<file path="src/rtl/mnist_ctrl_pkg.sv">
// rtl/mnist_ctrl_pkg.sv - state encoding and default sizes for the MNIST sequencing controller
package mnist_ctrl_pkg;

   localparam int MNIST_NUM_CLASSES = 10;
   localparam int MNIST_NUM_PIXELS  = 784;
   localparam int MNIST_RD_LAT      = 2;

   typedef enum logic [2:0] {
      IDLE,
      BIAS,
      PIX,
      DRAIN,
      NEXT
   } ctrl_state_t;

endpackage

</file>
<file path="src/rtl/valid_delay_line.sv">
// rtl/valid_delay_line.sv - DEPTH-cycle strobe delay; o_empty means no strobe is still behind the output stage
module valid_delay_line #(
   parameter int DEPTH = 2
) (
   input  logic clk,
   input  logic rst,
   input  logic i_valid,
   output logic o_valid,
   output logic o_empty
);

   generate
      if (DEPTH == 0) begin : g_pass
         logic w_unused_clk_rst;
         assign w_unused_clk_rst = clk ^ rst;
         assign o_valid          = i_valid;
         assign o_empty          = 1'b1;
      end else if (DEPTH == 1) begin : g_one
         logic r_q;
         always_ff @(posedge clk or posedge rst) begin
            if (rst) r_q <= 1'b0;
            else     r_q <= i_valid;
         end
         assign o_valid = r_q;
         assign o_empty = 1'b1;
      end else begin : g_shift
         logic [DEPTH-1:0] r_sr;
         always_ff @(posedge clk or posedge rst) begin
            if (rst) r_sr <= '0;
            else     r_sr <= {r_sr[DEPTH-2:0], i_valid};
         end
         assign o_valid = r_sr[DEPTH-1];
         // The output stage is excluded so the caller can leave its drain wait one cycle early.
         assign o_empty = ~|r_sr[DEPTH-2:0];
      end
   endgenerate

endmodule

</file>
<file path="src/rtl/mnist_seq_controller.sv">
// rtl/mnist_seq_controller.sv - bias load / pixel sweep sequencer for MNIST batches; MNIST_CTRL_STALL_EN enables i_stall
module mnist_seq_controller
   import mnist_ctrl_pkg::*;
#(
   parameter int NUM_CLASSES = MNIST_NUM_CLASSES,
   parameter int NUM_PIXELS  = MNIST_NUM_PIXELS,
   parameter int ADDR_W      = 12,
   parameter int RD_LAT      = MNIST_RD_LAT,
   parameter int IMG_W       = 8
) (
   input  logic                           clk,
   input  logic                           rst,
   input  logic                           i_start,
   input  logic [IMG_W-1:0]               i_num_images,
   input  logic                           i_stall,
   output logic [$clog2(NUM_CLASSES)-1:0] o_bias_addr,
   output logic [NUM_CLASSES-1:0]         o_bias_load,
   output logic [ADDR_W-1:0]              o_pixel_addr,
   output logic                           o_pixel_valid,
   output logic                           o_image_start,
   output logic                           o_image_done,
   output logic [IMG_W-1:0]               o_image_idx,
   output logic                           o_busy,
   output logic                           o_done
);

   localparam int BW  = $clog2(NUM_CLASSES);
   localparam int PCW = (NUM_PIXELS > 1) ? $clog2(NUM_PIXELS) : 1;

   ctrl_state_t      r_state;
   logic [PCW-1:0]   r_pix_cnt;
   logic [IMG_W-1:0] r_count;

   logic             w_stall;
   logic             w_issue;
   logic             w_first;
   logic             w_last_pix;
   logic             w_last_img;
   logic             w_empty;
   logic             w_unused_start_empty;
   logic [IMG_W:0]   w_idx_next;

`ifdef MNIST_CTRL_STALL_EN
   assign w_stall = i_stall;
`else
   logic w_unused_stall;
   assign w_unused_stall = i_stall;
   assign w_stall        = 1'b0;
`endif

   assign w_issue    = (r_state == PIX) && !w_stall;
   assign w_first    = w_issue && (r_pix_cnt == '0);
   assign w_last_pix = (r_pix_cnt == PCW'(NUM_PIXELS - 1));
   assign w_idx_next = {1'b0, o_image_idx} + (IMG_W + 1)'(1);
   assign w_last_img = (w_idx_next >= {1'b0, r_count});

   // Image start rides its own delay line so it lines up with the first pixel_valid.
   valid_delay_line #(.DEPTH(RD_LAT)) u_valid_dl (
      .clk     (clk),
      .rst     (rst),
      .i_valid (w_issue),
      .o_valid (o_pixel_valid),
      .o_empty (w_empty)
   );

   valid_delay_line #(.DEPTH(RD_LAT)) u_start_dl (
      .clk     (clk),
      .rst     (rst),
      .i_valid (w_first),
      .o_valid (o_image_start),
      .o_empty (w_unused_start_empty)
   );

   always_ff @(posedge clk or posedge rst) begin
      if (rst) begin
         r_state      <= IDLE;
         r_pix_cnt    <= '0;
         r_count      <= '0;
         o_bias_addr  <= '0;
         o_bias_load  <= '0;
         o_pixel_addr <= '0;
         o_image_done <= 1'b0;
         o_image_idx  <= '0;
         o_busy       <= 1'b0;
         o_done       <= 1'b0;
      end else begin
         o_image_done <= 1'b0;
         o_done       <= 1'b0;
         case (r_state)
            IDLE: begin
               if (i_start) begin
                  r_count      <= (i_num_images == '0) ? IMG_W'(1) : i_num_images;
                  o_pixel_addr <= '0;
                  o_image_idx  <= '0;
                  o_busy       <= 1'b1;
                  o_bias_addr  <= '0;
                  o_bias_load  <= NUM_CLASSES'(1);
                  r_state      <= BIAS;
               end
            end
            BIAS: begin
               if (o_bias_addr == BW'(NUM_CLASSES - 1)) begin
                  o_bias_load <= '0;
                  r_pix_cnt   <= '0;
                  r_state     <= PIX;
               end else begin
                  o_bias_addr <= o_bias_addr + BW'(1);
                  o_bias_load <= o_bias_load << 1;
               end
            end
            PIX: begin
               if (w_issue) begin
                  o_pixel_addr <= o_pixel_addr + ADDR_W'(1);
                  r_pix_cnt    <= r_pix_cnt + PCW'(1);
                  if (w_last_pix) begin
                     // With no read latency there is nothing to drain.
                     if (RD_LAT == 0) begin
                        r_state      <= NEXT;
                        o_image_done <= 1'b1;
                        o_done       <= w_last_img;
                     end else begin
                        r_state <= DRAIN;
                     end
                  end
               end
            end
            DRAIN: begin
               if (w_empty) begin
                  r_state      <= NEXT;
                  o_image_done <= 1'b1;
                  o_done       <= w_last_img;
               end
            end
            NEXT: begin
               if (o_done) begin
                  r_state <= IDLE;
                  o_busy  <= 1'b0;
               end else begin
                  o_image_idx <= o_image_idx + IMG_W'(1);
                  o_bias_addr <= '0;
                  o_bias_load <= NUM_CLASSES'(1);
                  r_state     <= BIAS;
               end
            end
            default: r_state <= IDLE;
         endcase
      end
   end

endmodule

</file>
<file path="config.mk">
export PLATFORM = sky130hd
export DESIGN_NAME = mnist_seq_controller
export DESIGN_NICKNAME = d
export VERILOG_FILES = /design/src/rtl/mnist_ctrl_pkg.sv /design/src/rtl/valid_delay_line.sv /design/src/rtl/mnist_seq_controller.sv
export SDC_FILE = /design/constraint.sdc
export NUM_CORES = 1
export LEC_CHECK = 0
export ABC_AREA = 1
export CELL_PAD_IN_SITES_DETAIL_PLACEMENT = 1
export CELL_PAD_IN_SITES_GLOBAL_PLACEMENT = 1
export CORE_MARGIN = 2
export CORE_UTILIZATION = 41
export CTS_BUF_LIST = sky130_fd_sc_hd__clkbuf_2
export DETAILED_ROUTE_END_ITERATION = 16
export MAX_ROUTING_LAYER = met4
export PLACE_DENSITY = 0.88
export SLEW_MARGIN = 20
export SYNTH_ARGS = -nofsm -noshare
export SYNTH_HDL_FRONTEND = slang
export SYNTH_SLANG_ARGS = --single-unit
</file>
<file path="constraint.sdc">
create_clock -name clk -period 2.8 [get_ports clk]
set_clock_uncertainty 0.2 [all_clocks]
set_input_delay 0.7 -clock clk [delete_from_list [all_inputs] [get_ports clk]]
set_output_delay 0.7 -clock clk [all_outputs]
set_load 0.03 [all_outputs]
</file>
# Yosys cells after proc, flatten, opt, wreduce, memory -nomap -nowiden
# Cells that the tools add are included.
# op_classes
add_sub_neg	5
n_lt_le_gt_ge	1
n_eq_ne	13
muxes	29
n_reduce_logical	16
# ops
op	n
two-way mux 10 bit	4
one-hot mux 10 bit (3 select lines)	1
two-way mux 8 bit	3
one-hot mux 12 bit (2 select lines)	1
one-hot mux 10 bit (2 select lines)	1
one-hot mux 8 bit (2 select lines)	1
one-hot mux 3 bit (5 select lines)	1
!= test 2 bit (second input constant)	7
adder 12 x 1 -> 12 bit (second input constant)	1
two-way mux 12 bit	1
two-way mux 3 bit	4
two-way mux 4 bit	3
one-hot mux 4 bit (3 select lines)	1
adder 10 x 1 -> 10 bit (second input constant)	1
equality test 10 bit (second input constant)	1
zero test 10 bit	1
adder 8 x 1 -> 9 bit (second input constant)	1
>= comparator 9 x 8 -> 1 bit	1
AND reduction 3 bit	3
adder 8 x 1 -> 8 bit (second input constant)	1
zero test 8 bit	1
AND reduction 4 bit	2
two-way mux 1 bit	7
equality test 3 x 2 -> 1 bit (second input constant)	2
10 further kinds	14
# totals
register_bits	62
output_inout_bits	39

# Logic depth before layout (Yosys ltp)
# depth
depth_word	4
depth_mapped	13
mapped_depth_nobuf	13

# Cells and area by module
# From an unflattened synthesis, not the netlist that was laid out.
# unflattened
cells_unflattened	383
area_unflattened_um2	3248.1
# by_module_without_submodules
mod	instances	cells_each	area_per_inst_um2
mnist_seq_controller	1	375	3133.0
valid_delay_line	2	4	57.6

# Worst setup path before layout
# OpenSTA, ideal clock, no wires.
# synth_path
kind	register to register
start	reg o_image_idx[0]
end	reg o_done
arrival_time_ns	1.853
required_time_ns	2.477
setup_slack_ns	0.624
stages_incl_launch_ff	13
n_path_buf	0
synth_period_minus_slack_ns	2.176
cell_sequence	dfrtp_1 ha_1 nand3_1 nor2_1 xor2_1 inv_1 ha_1 nand2_1 inv_1 nand2_1 nand2_1 nand2_1 a21oi_1
# synth_via
elab_chain_len	4
# synth_lines
element	line	text
start: declaration	mnist_seq_controller.sv:22	output logic [IMG_W-1:0] o_image_idx,
start signal: assignment	mnist_seq_controller.sv:139	o_image_idx <= o_image_idx + IMG_W'(1);
adder 8 x 1 -> 9 bit	mnist_seq_controller.sv:54	assign w_idx_next = {1'b0, o_image_idx} + (IMG_W + 1)'(1);
>= comparator 9 x 8 -> 1 bit	mnist_seq_controller.sv:55	assign w_last_img = (w_idx_next >= {1'b0, r_count});
two-way mux 1 bit	mnist_seq_controller.sv:128	if (w_empty) begin
two-way mux 1 bit	mnist_seq_controller.sv:89	case (r_state)
end signal: assignment	mnist_seq_controller.sv:120	o_done <= w_last_img;
end signal: assignment	mnist_seq_controller.sv:131	o_done <= w_last_img;
end: declaration	mnist_seq_controller.sv:24	output logic o_done
# Every way passes these cells.
# A chain may end at the register's enable or synchronous reset.

# Worst setup path after layout
# layout_path
start	reg o_bias_addr[0]
end	out o_bias_addr[0]
# layout_rtl
element	line	text
start: declaration	mnist_seq_controller.sv:16	output logic [$clog2(NUM_CLASSES)-1:0] o_bias_addr,
start signal: assignment	mnist_seq_controller.sv:107	o_bias_addr <= o_bias_addr + BW'(1);
# No word-level cell between the ends.

==> key figures <==
Layout
  – Area growth syn-to-layout: 26.4%
  – Final core occ: 0.537
  – Final #Nets: approximately 450
  – Ratio of cells with drive above 1 in the final layout: 0.0856
  – Fillers: roughly 900
  – Antenna diodes: 0
  – Design area: just under 4000 sq um

Synthesis
  – FF+latch count, synth: between 60 and 70
  – Ys Warns: 0
  – Synth top area share: 0.501
  – Synth top cells by count: 75 x nand2_1, 62 x dfrtp_1, 61 x inv_1, 32 x o21ai_0, 28 x nor2_1
  – Sequential fraction of the synthesis area: 0.501
  – Post-Synthesis Cells: ~370
  – Synth top area cells: dfrtp_1 50%, nand2_1 9.1%, inv_1 7.4%
  – Area of the mapped netlist: 3100 sq um
  – Count leader, synth: nand2_1
  – Asr flop ratio synth: 1.00
  – Syn nets: a little under 400
  – Library cells used by synthesis: 31
  – Synth area leader: dfrtp_1
  – Avg Cell Area, Syn: 8.44 sq um
  – Top FF cell, synth: dfrtp_1
  – Post-synth EDFFs: 0

STA
  – Max-slew violation count: 0
  – Final Hold Fails: 0
  – Min setup slack post-route: around 0.19 ns
  – Max-slew headroom: 0.734
  – # setup viols final: 0
  – Fmax: 0.383 GHz
  – Min cycle time layout: 2.61 ns
  – Fin crit share: 0.933
  – RSZ-0062 raised after global routing: false
  – Setup TNS: 0 ns
  – Transition time of the tightest slew-check pin: 0.399 ns

Pwr
  – Static leakage: between 0.0015 and 0.002 uW
  – PD cells: between 900 and 1000 nW/um^2
  – Pwr Total: between 3000 and 4000 uW
  – Max rail drop VDD: about 0.44 mV

Critical path
  – Top delay family on crit path: buffers and inverters
  – Crit start category: flop
  – Crit path required time: between 1.5 and 2 ns
  – Buf/Inv on CP: 1
  – Reg2Reg Depth: 13
  – WS Path Type: flop to output pin
  – Largest fanout on the critical path: 6
  – Largest stage delay, worst path: a little over 0.7 ns
  – Critical path's slowest cell: clkdlybuf4s50_1
  – CP Capture Type: output pin
  – Crit-path cells: clkdlybuf4s50_1
  – CP Depth: 1
  – Arr. time, crit path: 1.71 ns

Route
  – DR vias/cell: between 5 and 6
  – Wire per inst: approximately 16 um
  – Via Count: 2762
  – Iteration count of the initial detailed-routing pass: 5
  – Post-route ant nets: 0
  – Drt first-iter violations: 103
  – DRC errors left: 0
  – Final WL: approximately 8.3 mm

Hold path
  – WHS Path Cells: 0
  – HP Class: flop to flop

Clock tree
  – Inserted Clock Buffers: 9
  – CTS tree: built
  – Cts hold-fix bufs: 0
  – Clock Path Buffers: 2
  – Clock transition at the registers of the reported paths: 0.21 ns
  – Post-CTS Resized: 0
  – CTS Sinks: 62
  – CTS root buf: clkbuf_2
  – Clk_lat worst skew: between 0.5 and 0.6 ns
  – Post-CTS Setup Repair Bufs: 0
  – H-Tree Depth: 3

Floorplan
  – Starting Density: 0.425
  – Core area: ~7300 sq um
  – Die area: 8270 sq um
  – # rows: 31
  – Die H: just over 90 um
  – IO Count: 51
  – DIE WIDTH: between 90 and 100 um

Placed design
  – Gpl congestion: around 0.8
  – Placed inst area: ~3700 sq um
  – Dpl ws: 0.439 ns
  – # port buffers: 49
  – HPWL after detailed placement: ~5.8 mm

Global routing
  – Largest net degree at the start of global routing: 47
  – Vias in the first global route: between 3000 and 4000
  – Gr ovfl total: 0
  – First-pass GRT wire length: 14.1 mm
  – All-Layer GR Usage: 0.218
  – Initial antenna violation count: 0

Run status
  – Status: complete, no violations

Flow run
  – MaxCap Viol Count: 0
## path summary, 6_finish.rpt
path	startpoint	end	slack [ns]
worst max-delay path	o_bias_addr[0]	o_bias_addr[0]	0.19
worst min-delay path	u_start_dl.g_shift.r_sr[0]	u_start_dl.g_shift.r_sr[1]	0.18
worst max register to register	o_image_idx[0]	o_done	0.33
worst min register to register	u_start_dl.g_shift.r_sr[0]	u_start_dl.g_shift.r_sr[1]	0.18
max in group asynchronous	rst	o_bias_addr[3]	1.57
min in group asynchronous	rst	o_bias_load[0]	0.26
## stage by stage
stage / hold WS (ns) / instances
floorplan: 0.131 / 367
global placement: 0.138 / 515
detailed placement: 0.144 / 515
CTS: 0.183 / 531
global route: 0.188 / 531
finish: 0.178 / 531
## flip-flops by register name, indices dropped and copies added (netlist names)
signal,cells
o_bias_load,10
o_pixel_addr,12
o_image_idx,8
u_start_dl.g_shift.r_sr,2
u_valid_dl.g_shift.r_sr,2
r_pix_cnt,10
r_state,3
o_busy,1
o_bias_addr,4
r_count,8
o_image_done,1
o_done,1
## metal layers
metal	vias to the layer above	share of wire	GRT usage
met4	0	0.017	0.0783
li1	1308	-	-
met3	19	0.031	0.0434
met2	63	0.52	0.380
met5	-	0	-
met1	1372	0.43	0.250
## cell usage in the layout (no fill, tap or decap), drive strengths merged, types with 3 or more instances in the layout
master          n
bufinv          4
nand2          77
nor2           35
clkbuf          9
a21oi          12
nand4           5
buf             3
ha             14
inv            67
o21ai          37
xor2            8
dfrtp          62
o22ai          16
nand3          22
clkdlybuf4s50  49
## area by class of cell
class                           count  area [sq um]  area share
Multi-Input combinational cell    236          1270       0.326
Clock inverter                      7           145      0.0371
Clock buffer                        9          45.0      0.0115
Inverter                           66           250      0.0639
Sequential cell                    62          1550       0.396
Tap cell                           99           124      0.0316
Timing Repair Buffer               52           526       0.134
## cells by family after synthesis
| family | Yosys count | synth area share |
|---|---|---|
| buffers and inverters | 69 | 0.0876 |
| DFF | 62 | 0.501 |
| AOI/OAI and AO/OA | 70 | 0.125 |
| xor gates and xnor gates | 9 | 0.0254 |
| adders and majority gates | 14 | 0.0565 |
| and+or+nand+nor | 143 | 0.204 |
## where the power goes
group,switching [uW],internal [uW],total [uW]
Sequential,222,1130,1350
Combinational,1060,574,1630
Clock,377,479,855
Total,1660,2180,3840
Power figures use the tool's default switching activity.
